===== src/rtl/uart_pkg.sv =====
`default_nettype none
// ============================================================================
// Module   : uart_pkg
// Brief    : Frame constants and FSM state encodings shared by the UART slice.
// Revision : 1.0 - initial release
// ============================================================================
package uart_pkg;

    localparam int   DATA_BITS  = 8;
    localparam logic IDLE_LEVEL = 1'b1;

    typedef enum logic [1:0] {
        R_IDLE  = 2'd0,
        R_START = 2'd1,
        R_DATA  = 2'd2,
        R_STOP  = 2'd3
    } rx_state_t;

    typedef enum logic [1:0] {
        T_IDLE  = 2'd0,
        T_START = 2'd1,
        T_DATA  = 2'd2,
        T_STOP  = 2'd3
    } tx_state_t;

endpackage
`default_nettype wire


===== src/rtl/uart_rx.sv =====
`default_nettype none
// ============================================================================
// Module   : uart_rx
// Brief    : 8N1 receiver with 2-flop input synchronizer and mid-bit sampling.
// Revision : 1.0 - initial release
// ============================================================================
module uart_rx
    import uart_pkg::*;
#(
    parameter int BIT_CYCLES  = 434,
    parameter int HALF_CYCLES = 217
) (
    input  logic                 clk,
    input  logic                 rst,
    input  logic                 rx,
    output logic [DATA_BITS-1:0] rx_data,
    output logic                 rx_done
);

    localparam int                c_CNT_W     = (BIT_CYCLES > 2) ? $clog2(BIT_CYCLES) : 1;
    localparam logic [c_CNT_W-1:0] c_BIT_LAST  = c_CNT_W'(BIT_CYCLES - 1);
    localparam logic [c_CNT_W-1:0] c_HALF_LAST = c_CNT_W'(HALF_CYCLES - 1);

    logic [1:0]           r_sync;
    logic                 r_rx_prev;
    rx_state_t            r_state;
    logic [c_CNT_W-1:0]   r_cnt;
    logic [3:0]           r_bit_cnt;
    logic [DATA_BITS-1:0] r_shift;
    logic                 w_rx;

    assign w_rx = r_sync[1];

    always_ff @(posedge clk) begin
        if (rst) begin
            r_sync    <= {2{IDLE_LEVEL}};
            r_rx_prev <= IDLE_LEVEL;
            r_state   <= R_IDLE;
            r_cnt     <= '0;
            r_bit_cnt <= '0;
            r_shift   <= '0;
            rx_data   <= '0;
            rx_done   <= 1'b0;
        end else begin
            r_sync    <= {r_sync[0], rx};
            r_rx_prev <= w_rx;
            rx_done   <= 1'b0;
            case (r_state)
                R_IDLE: begin
                    r_cnt     <= '0;
                    r_bit_cnt <= '0;
                    if (r_rx_prev && !w_rx) r_state <= R_START;
                end
                R_START: begin
                    // A line that is high again at mid-start-bit was only a glitch
                    if (r_cnt == c_HALF_LAST) begin
                        r_cnt   <= '0;
                        r_state <= w_rx ? R_IDLE : R_DATA;
                    end else begin
                        r_cnt <= r_cnt + 1'b1;
                    end
                end
                R_DATA: begin
                    if (r_cnt == c_BIT_LAST) begin
                        r_cnt   <= '0;
                        r_shift <= {w_rx, r_shift[DATA_BITS-1:1]};
                        if (r_bit_cnt == 4'(DATA_BITS - 1)) begin
                            r_bit_cnt <= '0;
                            r_state   <= R_STOP;
                        end else begin
                            r_bit_cnt <= r_bit_cnt + 4'd1;
                        end
                    end else begin
                        r_cnt <= r_cnt + 1'b1;
                    end
                end
                R_STOP: begin
                    if (r_cnt == c_BIT_LAST) begin
                        r_cnt   <= '0;
                        r_state <= R_IDLE;
                        if (w_rx) begin
                            rx_data <= r_shift;
                            rx_done <= 1'b1;
                        end
                    end else begin
                        r_cnt <= r_cnt + 1'b1;
                    end
                end
                default: r_state <= R_IDLE;
            endcase
        end
    end

endmodule
`default_nettype wire


===== src/rtl/uart_tx.sv =====
`default_nettype none
// ============================================================================
// Module   : uart_tx
// Brief    : 8N1 transmitter, registered tx line, BIT_CYCLES clocks per bit.
// Revision : 1.0 - initial release
// ============================================================================
module uart_tx
    import uart_pkg::*;
#(
    parameter int BIT_CYCLES = 434
) (
    input  logic                 clk,
    input  logic                 rst,
    input  logic [DATA_BITS-1:0] tx_data,
    input  logic                 tx_start,
    output logic                 tx,
    output logic                 tx_busy
);

    localparam int                 c_CNT_W    = (BIT_CYCLES > 2) ? $clog2(BIT_CYCLES) : 1;
    localparam logic [c_CNT_W-1:0] c_BIT_LAST = c_CNT_W'(BIT_CYCLES - 1);

    tx_state_t            r_state;
    logic [c_CNT_W-1:0]   r_cnt;
    logic [3:0]           r_bit_cnt;
    logic [DATA_BITS-1:0] r_shift;

    assign tx_busy = (r_state != T_IDLE);

    always_ff @(posedge clk) begin
        if (rst) begin
            r_state   <= T_IDLE;
            r_cnt     <= '0;
            r_bit_cnt <= '0;
            r_shift   <= '0;
            tx        <= IDLE_LEVEL;
        end else begin
            case (r_state)
                T_IDLE: begin
                    r_cnt     <= '0;
                    r_bit_cnt <= '0;
                    tx        <= IDLE_LEVEL;
                    if (tx_start) begin
                        r_shift <= tx_data;
                        tx      <= ~IDLE_LEVEL;
                        r_state <= T_START;
                    end
                end
                T_START: begin
                    if (r_cnt == c_BIT_LAST) begin
                        r_cnt   <= '0;
                        tx      <= r_shift[0];
                        r_shift <= {1'b0, r_shift[DATA_BITS-1:1]};
                        r_state <= T_DATA;
                    end else begin
                        r_cnt <= r_cnt + 1'b1;
                    end
                end
                T_DATA: begin
                    if (r_cnt == c_BIT_LAST) begin
                        r_cnt <= '0;
                        if (r_bit_cnt == 4'(DATA_BITS - 1)) begin
                            r_bit_cnt <= '0;
                            tx        <= IDLE_LEVEL;
                            r_state   <= T_STOP;
                        end else begin
                            r_bit_cnt <= r_bit_cnt + 4'd1;
                            tx        <= r_shift[0];
                            r_shift   <= {1'b0, r_shift[DATA_BITS-1:1]};
                        end
                    end else begin
                        r_cnt <= r_cnt + 1'b1;
                    end
                end
                T_STOP: begin
                    if (r_cnt == c_BIT_LAST) begin
                        r_cnt   <= '0;
                        r_state <= T_IDLE;
                    end else begin
                        r_cnt <= r_cnt + 1'b1;
                    end
                end
                default: r_state <= T_IDLE;
            endcase
        end
    end

endmodule
`default_nettype wire


===== src/rtl/uart.sv =====
`default_nettype none
// ============================================================================
// Module   : uart
// Brief    : Loopback echo UART: received bytes pass through a one-entry
//            holding register and are retransmitted unchanged.
// Revision : 1.0 - initial release
// ============================================================================
module uart
    import uart_pkg::*;
#(
    parameter int CLK_FREQ = 50_000_000,
    parameter int BAUD     = 115200
) (
    input  logic clk,
    input  logic rst,
    input  logic rx,
    output logic tx
);

    localparam int BIT_CYCLES  = CLK_FREQ / BAUD;
    localparam int HALF_CYCLES = BIT_CYCLES / 2;

    logic [DATA_BITS-1:0] w_rx_data;
    logic                 w_rx_done;
    logic                 w_tx_busy;
    logic                 w_load;
    logic [DATA_BITS-1:0] r_hold_data;
    logic                 r_hold_valid;

    uart_rx #(
        .BIT_CYCLES (BIT_CYCLES),
        .HALF_CYCLES(HALF_CYCLES)
    ) u_rx (
        .clk    (clk),
        .rst    (rst),
        .rx     (rx),
        .rx_data(w_rx_data),
        .rx_done(w_rx_done)
    );

    assign w_load = r_hold_valid && !w_tx_busy;

    uart_tx #(
        .BIT_CYCLES(BIT_CYCLES)
    ) u_tx (
        .clk     (clk),
        .rst     (rst),
        .tx_data (r_hold_data),
        .tx_start(w_load),
        .tx      (tx),
        .tx_busy (w_tx_busy)
    );

    // A fresh byte takes priority over the transmitter's load: newest wins and stays valid
    always_ff @(posedge clk) begin
        if (rst) begin
            r_hold_data  <= '0;
            r_hold_valid <= 1'b0;
        end else if (w_rx_done) begin
            r_hold_data  <= w_rx_data;
            r_hold_valid <= 1'b1;
        end else if (w_load) begin
            r_hold_valid <= 1'b0;
        end
    end

endmodule
`default_nettype wire


===== config.mk =====
export PLATFORM = sky130hd
export DESIGN_NAME = uart
export DESIGN_NICKNAME = d
export VERILOG_FILES = /design/src/rtl/uart_pkg.sv /design/src/rtl/uart_rx.sv /design/src/rtl/uart_tx.sv /design/src/rtl/uart.sv
export SDC_FILE = /design/constraint.sdc
export NUM_CORES = 1
export LEC_CHECK = 0
export ABC_CLOCK_PERIOD_IN_PS = 1900
export BUFFER_PORTS_ARGS = -buffer_cell sky130_fd_sc_hd__buf_4
export CAP_MARGIN = 15
export CORE_UTILIZATION = 55
export CTS_CLUSTER_SIZE = 20
export DETAILED_ROUTE_END_ITERATION = 6
export PLACE_DENSITY = 0.76
export SLEW_MARGIN = 0
export SYNTH_ARGS = -nofsm -noshare
export SYNTH_HDL_FRONTEND = slang
export SYNTH_SLANG_ARGS = --single-unit

===== constraint.sdc =====
create_clock -name clk -period 1.9 [get_ports clk]
set_input_delay 0.57 -clock clk [delete_from_list [all_inputs] [get_ports clk]]
set_output_delay 0.57 -clock clk [all_outputs]
set_load 0.005 [all_outputs]

==> results of run 1 <==
cells by family after synthesis:
group | count (synthesis) | synth area share, %
and+or+nand+nor | 118 | 21.11
DFF | 68 | 44.52
AOI/OAI and AO/OA | 56 | 11.99
muxes | 31 | 10.15
buffers and inverters | 30 | 3.723
xor gates and xnor gates | 14 | 4.010
adders and majority gates | 11 | 4.501
sequential cells by signal, indices dropped and copies added (netlist names), named ones only:
register	count
u_rx.r_cnt	9
u_tx.r_cnt	9
r_hold_data	8
u_rx.r_shift	8
u_rx.rx_data	8
u_tx.r_shift	8
u_rx.r_bit_cnt	4
u_tx.r_bit_cnt	4
u_rx.r_sync	2
u_tx.r_state	2
r_hold_valid	1
u_rx.r_rx_prev	1
u_rx.r_state	1
u_rx.rx_done	1
u_tx.tx	1
per-layer routing:
layer	vias up	routed length, µm	GRT usage [%]
met2	42	2779	32.52
met1	1107	2705	25.30
met5	-	0	0
li1	1189	-	-
met4	0	82	9.038
met3	9	250	8.144
where the power goes:
group	leakage, nW	switching [mW]	total [mW]	internal, mW
Clock	0.0779	0.539	0.998	0.459
Combinational	0.519	0.246	0.430	0.184
Sequential	0.550	0.0248	1.48	1.45
Total	1.15	0.810	2.90	2.09
cells in the mapped netlist, drive strengths merged, types with 2 or more instances:
cell     n  area, µm²
and3     2      13.77
o21ai   13      65.06
nor3     7      57.55
nor4     2      12.51
buf      2      8.750
o211ai   4      30.03
o41ai    3      26.28
xnor2   11      96.34
nand2b   2      12.51
or2      2      12.51
nor2    54      202.7
ha      11      137.6
nand2   10      37.54
nand4b   2      23.77
inv     17      63.81
a31oi    4      25.02
nand4    2      12.51
clkbuf  11      41.29
xor2     3      26.28
and4     2      17.52
nand3   14      70.07
or3      9      56.30
and4bb   2      25.02
a22oi    2      15.01
dfxtp   68       1361
a21oi   18      93.84
o32ai    2      17.52
mux2i   31      310.3
cells in the final DEF, fill, tap and decap left out, types with 4 or more instances in the layout:
cell type	n
nor2_1	54
xnor2_1	11
or3_1	9
nand3_1	14
inv_1	14
buf_4	14
clkbuf_8	9
mux2i_1	31
o21ai_0	12
ha_1	8
o211ai_1	4
a31oi_1	4
nand2_1	10
dfxtp_1	66
a21oi_1	17
nor3_1	5
how the worst min path moves through the flow:
stage                         from             end  cells after the start
finish                          rx  u_rx.r_sync[0]                      2
detailed placement  u_rx.r_sync[0]  u_rx.r_sync[1]                      1
floorplan           u_rx.r_sync[0]  u_rx.r_sync[1]                      1
CTS                             rx  u_rx.r_sync[0]                      2
global placement    u_rx.r_sync[0]  u_rx.r_sync[1]                      1
global route                    rx  u_rx.r_sync[0]                      2
critical path, delay by kind of cell, from the launching register on:
kind	cells	cell delay [ns]
AOI/OAI and AO/OA	2	0.34
DFF	1	0.36
and+or+nand+nor	2	1.01
through the flow:
step	area [µm²]	worst slack, ns
after CTS	3343	0.01688
final	3420	0.1173
after detailed placement	3186	0.05756
after floorplan	3058	0.1941
after global routing	3420	0.002334
after global placement	3186	0.1208
timing repair:
action,CTS,global route
setup buffers,0,3
resized for setup,0,14
endpoints found under the setup margin,0,17
final cells by class:
type / instances / area [µm²]
fill: 450 / 1818
multi-input combinational: 230 / 1634
sequential: 68 / 1366
clock buffer: 10 / 127.6
timing repair buffer: 15 / 110.1
tap: 70 / 87.58
inverter: 17 / 63.81
clock inverter: 5 / 30.03
==> results_dict.tcl, run 1 <==
set metrics [dict create \
    avgViaCountPerCell 5.655 \
    power.density_nw_per_um2 849.1 \
    worstMarginPinSlew_ns 0.5291 \
    ios 4 \
    max_stage_delay_ns 0.53 \
    root_buffer "clkbuf_8" \
    die_height_um 76.57 \
    ys_types 54 \
    dp_hpwl_mm 3.856 \
    fin_crit_ns 1.783 \
    grt_pass1_vias 2135 \
    cts_tree "built" \
    track_usage_pct 20.80 \
    clock_path_buffers 2 \
    syn_to_final_growth_pct 11.82 \
    fp-row-count 26 \
    grt_max_degree 23 \
    synth_seq_cells 68 \
    cts_buffers 9 \
    reg2reg_to "u_tx.r_shift[7]" \
    synth_seq_area_share_pct 44.52 \
    required_ns 2.18 \
    outcome "finished clean" \
    detail_route.wl_per_cell_um 14.02 \
    finalHoldViolCount 0 \
    peakVddDrop_mv 0.6727 \
    hold_path_class "primary input to flip-flop" \
    skew_ns 0.008582 \
    num_antenna_cells 0 \
    core-area_um2 5238 \
    ff2ff_setup_slack_ns 0.12 \
    path_class "flip-flop to flip-flop" \
    insertion_delay_ns 0.35 \
    wl_mm 5.818 \
    syn_area_per_cell_um2 9.323 \
    vias 2347 \
    leakage_nw 1.147 \
    ys_warn_count 0 \
    endpoint "u_tx.r_shift[7]" \
    synth_nets 342 \
    worstPathArrival_ns 2.06 \
    gp_congestion 0.8420 \
    hold_slack_ns 0.4102 \
    fin_nets 355 \
    ys.flop_type "dfxtp_1" \
    dr.first_iter.drc_count 100 \
    final_util_pct 65.29 \
    fin_crit_sh_pct 93.83 \
    syn_area_um2 3058 \
    drive_above_1_share_pct 13.91 \
    rsz0062_at_grt "false" \
    portBuffers 3 \
    die-area_um2 5862 \
    synth-edff-count 0 \
    max-slew-margin-rel_pct 64.68 \
    placed_cells 397 \
    fmax_mhz 561.0 \
    cts_sinks 68 \
    maxSlewViolCount 0 \
    cts_htree_levels 3 \
    synthCells 328 \
    tns_ns 0 \
    async_flop_share_pct 0 \
    finalNonFillerCells 415 \
    critPathCaptureType "flip-flop" \
    rr_startpoint "u_tx.r_cnt[6]" \
    drc_errors 0 \
    crit_slowest_cell "or4b_1" \
    gr-total-overflow 0 \
    clkTransAtPathRegs_ns 0.07 \
    crit_path_start "u_tx.r_cnt[6]" \
    antenna_found_initial 0 \
    cp-start-kind "flip-flop" \
    setup_viol 0 \
    power_mw 2.903 \
    reg2reg_depth 4 \
    critPathMaxFanout 18 \
    drtPass1Iterations 4 \
    cp_cell_sequence "nor4b_4, a21oi_4, or4b_1, a21oi_1" \
    start_util_pct 58.39 \
    maxCapViolations 0 \
    hold_buffers 0 \
    die_x_um 76.57 \
    drtAntennaViolNets 0 \
    grt_pass1_wl_mm 9.515 \
]
Power figures use the tool's default switching activity.
==> inputs of run 2 (changes only) <==
ABC_AREA = 1   (was unset)
CELL_PAD_IN_SITES_DETAIL_PLACEMENT = 1   (was unset)
CELL_PAD_IN_SITES_GLOBAL_PLACEMENT = 1   (was unset)
CORE_UTILIZATION = 46   (was 55)
PLACE_DENSITY = 0.83   (was 0.76)
==> results_dict.tcl, run 2 <==
set metrics [dict create \
    outcome "finished clean" \
    fmax_mhz 577.7 \
    synth_seq_area_share_pct 44.72 \
    track_usage_pct 22.13 \
    required_ns 2.14 \
    grt_pass1_vias 2732 \
    hold_path_class "primary input to flip-flop" \
    layout_common_cells "nand2_1, dfxtp_1, nor2_1" \
    power_mw 3.821 \
    synth_seq_cells 68 \
    vias 2609 \
    insertion_delay_ns 0.35 \
    antenna_found_initial 0 \
    skew_ns 0.008651 \
    fin_crit_sh_pct 91.10 \
    syn_area_um2 3044 \
    final_util_pct 53.17 \
    root_buffer "clkbuf_8" \
    grt_pass1_wl_mm 12.23 \
    die-area_um2 6947 \
    cts_tree "built" \
    detail_route.wl_per_cell_um 13.86 \
    grt_max_degree 38 \
    leakage_nw 1.401 \
    die_height_um 83.35 \
    layout.cells.most_common "nand2_1" \
    cts_buffers 9 \
    final_area_um2 3396 \
    dr.first_iter.drc_count 88 \
    tns_ns 0 \
    critPathMaxFanout 10 \
    num_antenna_cells 0 \
    fin_crit_ns 1.731 \
    peakVddDrop_mv 0.6362 \
    maxCapViolations 0 \
    rsz0062_at_grt "false" \
    fp-row-count 29 \
    synth-edff-count 0 \
    cp-start-kind "flip-flop" \
    core-area_um2 6386 \
    die_x_um 83.35 \
    ios 4 \
    portBuffers 3 \
    fin_nets 432 \
    yosysTopAreaCellShare_pct 44.72 \
    gp_congestion 0.8207 \
    yosysMostFrequentCell "nand2_1" \
    worstPathArrival_ns 1.97 \
    drc_errors 0 \
    cts_htree_levels 3 \
    postCtsSetupRepairBufs 0 \
    clock_path_buffers 2 \
    syn_area_per_cell_um2 7.461 \
    drtAntennaViolNets 0 \
    finalHoldViolCount 0 \
    synth_top_cells_by_count "nand2_1, dfxtp_1, nor2_1" \
    max_stage_delay_ns 0.39 \
    power.density_nw_per_um2 1125 \
    avgViaCountPerCell 5.218 \
    max-slew-margin-rel_pct 62.86 \
    maxSlewViolCount 0 \
    cp.buffers_inverters 3 \
    setup_viol 0 \
    ys_warn_count 0 \
    wl_mm 6.929 \
    synth_nets 422 \
    cts_sinks 68 \
    clkTransAtPathRegs_ns 0.08 \
    path_class "flip-flop to flip-flop" \
    async_flop_share_pct 0 \
    syn_to_final_growth_pct 11.55 \
    ys.flop_type "dfxtp_1" \
    cp_cell_sequence "inv_1, ha_1, inv_1, nor2_1, a21oi_1, buf_4, nand4_1, nand2_1, nor2_1" \
    synth.area.top_cells "dfxtp_1, nand2_1, nor2_1" \
    critPathCaptureType "flip-flop" \
    drtPass1Iterations 4 \
    dp_hpwl_mm 4.883 \
    crit_slowest_cell "dfxtp_1" \
    worstMarginPinSlew_ns 0.5513 \
    drive_above_1_share_pct 11.11 \
    start_util_pct 47.67 \
    synthCells 408 \
    worst_path_dominant_cell_family "buffers and inverters" \
    gr-total-overflow 0 \
    reg_top3 "u_rx.r_cnt: 9 flops, u_tx.r_cnt: 9 flops" \
    ys_types 30 \
    synth_top_area_cell "dfxtp_1" \
    post_dp_cell_area_um2 3168 \
]
## run 2: cell types whose count changed in the layout (fill, tap and decap cells not counted), moves of 10 or more
cell,delta
a21oi_1,+20
inv_1,+30
mux2i_1,-24
nand2_1,+63
nor2_2,+10
o21ai_0,+14
## run 2: final timing paths
path / from / endpoint / slack [ns] / cells past startpoint
hold / removal: rx / u_rx.r_sync[0] / 0.41 / 2
setup / recovery: u_tx.r_state[0] / u_tx.r_state[1] / 0.17 / 9
setup reg to reg: u_tx.r_state[0] / u_tx.r_state[1] / 0.17 / 9
hold reg to reg: u_rx.r_sync[0] / u_rx.r_sync[1] / 0.43 / 1
## run 2: routing by layer
layer	share of wire, %	GRT usage, %	wire, µm
met4	2.2	11.91	155
met3	1.7	3.877	115
met2	52	40.46	3587
met5	0	0	0
met1	44	24.14	3071
## run 2: area by class of cell
class	count	area [µm²]
Sequential cell	68	1363
Clock buffer	11	141.4
Fill cell	814	2990
Inverter	46	172.7
Timing Repair Buffer	11	82.58
Clock inverter	5	83.83
Multi-Input combinational cell	282	1456
Tap cell	77	96.34
## run 2: cell families after synthesis
group,Yosys count,share of synthesized area [%]
flip-flops,68,44.72
AND/OR/NAND/NOR,188,26.96
multiplexers,7,2.302
buffers and inverters,58,7.481
AO/OA/AOI/OAI,70,12.29
adder cells (fa/ha/maj),11,4.521
XOR/XNOR,6,1.726
## run 2: what timing repair did
item,CTS,global route
gates resized for setup,0,2
setup endpoints to repair,0,9
hold buffers,0,0
## run 2: stage by stage
step	setup WS, ns	instances	hold slack [ns]
after floorplan	0.2355	408	0.3895
after global placement	0.3011	484	0.3986
after detailed placement	0.1897	484	0.4153
after CTS	0.08214	500	0.3989
after global routing	0.03635	500	0.4101
final	0.1691	500	0.4102
## run 2: power breakdown
group,internal [mW],leakage (nW),switching (mW),total [mW]
Combinational,0.296,0.744,0.526,0.822
Clock,0.780,0.106,0.567,1.35
Sequential,1.55,0.551,0.101,1.65
## run 2: worst register-to-register path, cell delays in order, from the launching register on
cell     delay (ns)
dfxtp_1        0.39
inv_1          0.09
ha_1           0.26
inv_1          0.13
nor2_1         0.08
a21oi_1        0.20
buf_4          0.23
nand4_1        0.11
nand2_1        0.10
nor2_1         0.05
==> inputs of run 3 (changes only) <==
ABC_CLOCK_PERIOD_IN_PS = 1640   (was 1900)
clock period = 1.64 ns   (was 1.9 ns; I/O delays follow)
==> results_dict.tcl, run 3 (synthesis gave the netlist of run 2 again) <==
set metrics [dict create \
    finalHoldViolCount 0 \
    min_from "rx" \
    power_switching_mw 1.379 \
    fin_crit_sh_pct 99.80 \
    num_antenna_cells 0 \
    cp_cell_sequence "ha_1, nand2_1, nor2_4, nand2_4, a21oi_2, clkdlybuf4s15_2, nand3_1, nand2_1, nor2_2" \
    setup_ws_ns 0.003260 \
    worstPathArrival_ns 1.87 \
    cts_buffers 9 \
    path_class "flip-flop to flip-flop" \
    dr.first_iter.drc_count 104 \
    maxCapViolations 0 \
    fp-row-count 29 \
    hold_path_class "primary input to flip-flop" \
    die_x_um 83.35 \
    reg2reg_to "u_tx.r_shift[6]" \
    hold_buffers 0 \
    hold_slack_ns 0.3268 \
    cpMostUsedCell "nand2_1" \
    p_int_mw 3.269 \
    gr-total-overflow 0 \
    leakage_nw 1.477 \
    hold_end "u_rx.r_sync[0]" \
    insertion_delay_ns 0.35 \
    avgViaCountPerCell 5.074 \
    clkPwrFrac_pct 36.6 \
    layout.cells.most_common "nand2_1" \
    antenna_found_initial 0 \
    power.density_nw_per_um2 1308 \
    peakVddDrop_mv 0.6875 \
    post-place-ws_ns -0.01293 \
    core-area_um2 6386 \
    detail_route.wl_per_cell_um 13.59 \
    start_util_pct 47.67 \
    setup_viol 0 \
    drtAntennaViolNets 0 \
    worstMarginPinSlew_ns 0.4597 \
    fin_crit_ns 1.637 \
    skew_ns 0.008207 \
    portBuffers 3 \
    power_mw 4.648 \
    drtPass1Iterations 4 \
    ff2ff_setup_slack_ns 0.003 \
    seq_power_share_pct 40.7 \
    grt_max_degree 21 \
    syn_to_final_growth_pct 16.73 \
    rr_startpoint "u_tx.r_cnt[0]" \
    crit_slowest_cell "dfxtp_1" \
    dp_hpwl_mm 4.781 \
    drc_errors 0 \
    die-area_um2 6947 \
    reg_top3 "u_rx.r_cnt: 9 flops, u_tx.r_cnt: 9 flops" \
    track_usage_pct 21.72 \
    die_height_um 83.35 \
    outcome "finished clean" \
    cts_sinks 68 \
    tns_ns 0 \
    drive_above_1_share_pct 16.36 \
    gp_congestion 0.7771 \
    required_ns 1.88 \
    clkTransAtPathRegs_ns 0.07 \
    fmax_mhz 611.0 \
    critPathMaxFanout 8 \
    clock_path_buffers 2 \
    swShare_pct 29.67 \
    combPwrFrac_pct 22.7 \
    wl_mm 6.942 \
    min_path_cells 2 \
    cp-start-kind "flip-flop" \
    reg2reg_depth 9 \
    maxSlewViolCount 0 \
    cts_tree "built" \
    rsz0062_at_grt "true" \
    max-slew-margin-rel_pct 69.31 \
    root_buffer "clkbuf_8" \
    grt_pass1_wl_mm 12.10 \
    vias 2593 \
    cts_htree_levels 3 \
    fillers 795 \
    max_stage_delay_ns 0.38 \
    ios 4 \
    layout_common_cells "nand2_1, dfxtp_1, nor2_1" \
    grt_pass1_vias 2677 \
    critPathCaptureType "flip-flop" \
    fin_nets 443 \
]
==> run 3: layout make-up <==
cell class,count,area [µm²],share of cell area [%]
Timing Repair Buffer,22,176.4,4.965
Clock buffer,10,137.6,3.873
Inverter,46,176.4,4.965
Clock inverter,6,111.4,3.134
Multi-Input combinational cell,282,1491,41.97
Tap cell,77,96.34,2.711
Sequential cell,68,1364,38.38
==> run 3: through the flow <==
stage | std cells | utilization, % | instance area, µm²
after detailed placement | 494 | 50.86 | 3248
after global routing | 511 | 55.64 | 3553
after floorplan | 408 | - | 3049
final | 511 | 55.64 | 3553
after CTS | 510 | 54.84 | 3502
after global placement | 494 | 50.86 | 3248
==> run 3: how the worst max path moves through the flow <==
| stage | start | endpoint | slack, ns | cells past startpoint |
|---|---|---|---|---|
| floorplan | u_tx.r_state[0] | u_tx.r_shift[0] | 0.002 | 11 |
| global placement | u_tx.r_state[1] | u_tx.r_shift[3] | 0.05 | 8 |
| detailed placement | u_tx.r_state[1] | u_tx.r_shift[6] | -0.01 | 8 |
| CTS | u_tx.r_state[1] | u_tx.r_shift[0] | 0.03 | 9 |
| global route | u_tx.r_cnt[0] | u_tx.r_shift[6] | -0.14 | 9 |
| finish | u_tx.r_cnt[0] | u_tx.r_shift[6] | 0.003 | 9 |
==> run 3: power by group through the flow <==
stage                     sequential (mW)  clock, mW  combinational (mW)
after floorplan                      1.91          0               0.719
final                                1.89       1.70                1.06
after detailed placement             1.93          0               0.977
after CTS                            1.89       1.73               0.995
after global routing                 1.91       1.79                1.19
after global placement               1.92          0               0.934
==> run 3: what timing repair did <==
| item | CTS | global route |
|---|---|---|
| setup endpoints to repair | 9 | 42 |
| pin swaps | 0 | 1 |
| resized for setup | 2 | 17 |
| buffers inserted | 0 | 0 |
| gates cloned | 0 | 1 |
==> run 3: metal layers <==
metal  track usage [%]  vias up  part of all wire, %
met5                 0        -                    0
met4             9.718        0                  1.7
met3             4.871       10                  2.1
met2             37.41       16                   50
met1             25.77     1221                   46
li1                  -     1346                    -
==> run 3: critical path, delay by kind of cell, from the launching register on <==
| family | cells | cell delay [ns] |
|---|---|---|
| AO/OA/AOI/OAI | 1 | 0.19 |
| flip-flops | 1 | 0.38 |
| adder cells (fa/ha/maj) | 1 | 0.16 |
| AND/OR/NAND/NOR | 6 | 0.51 |
| buffers and inverters | 1 | 0.29 |
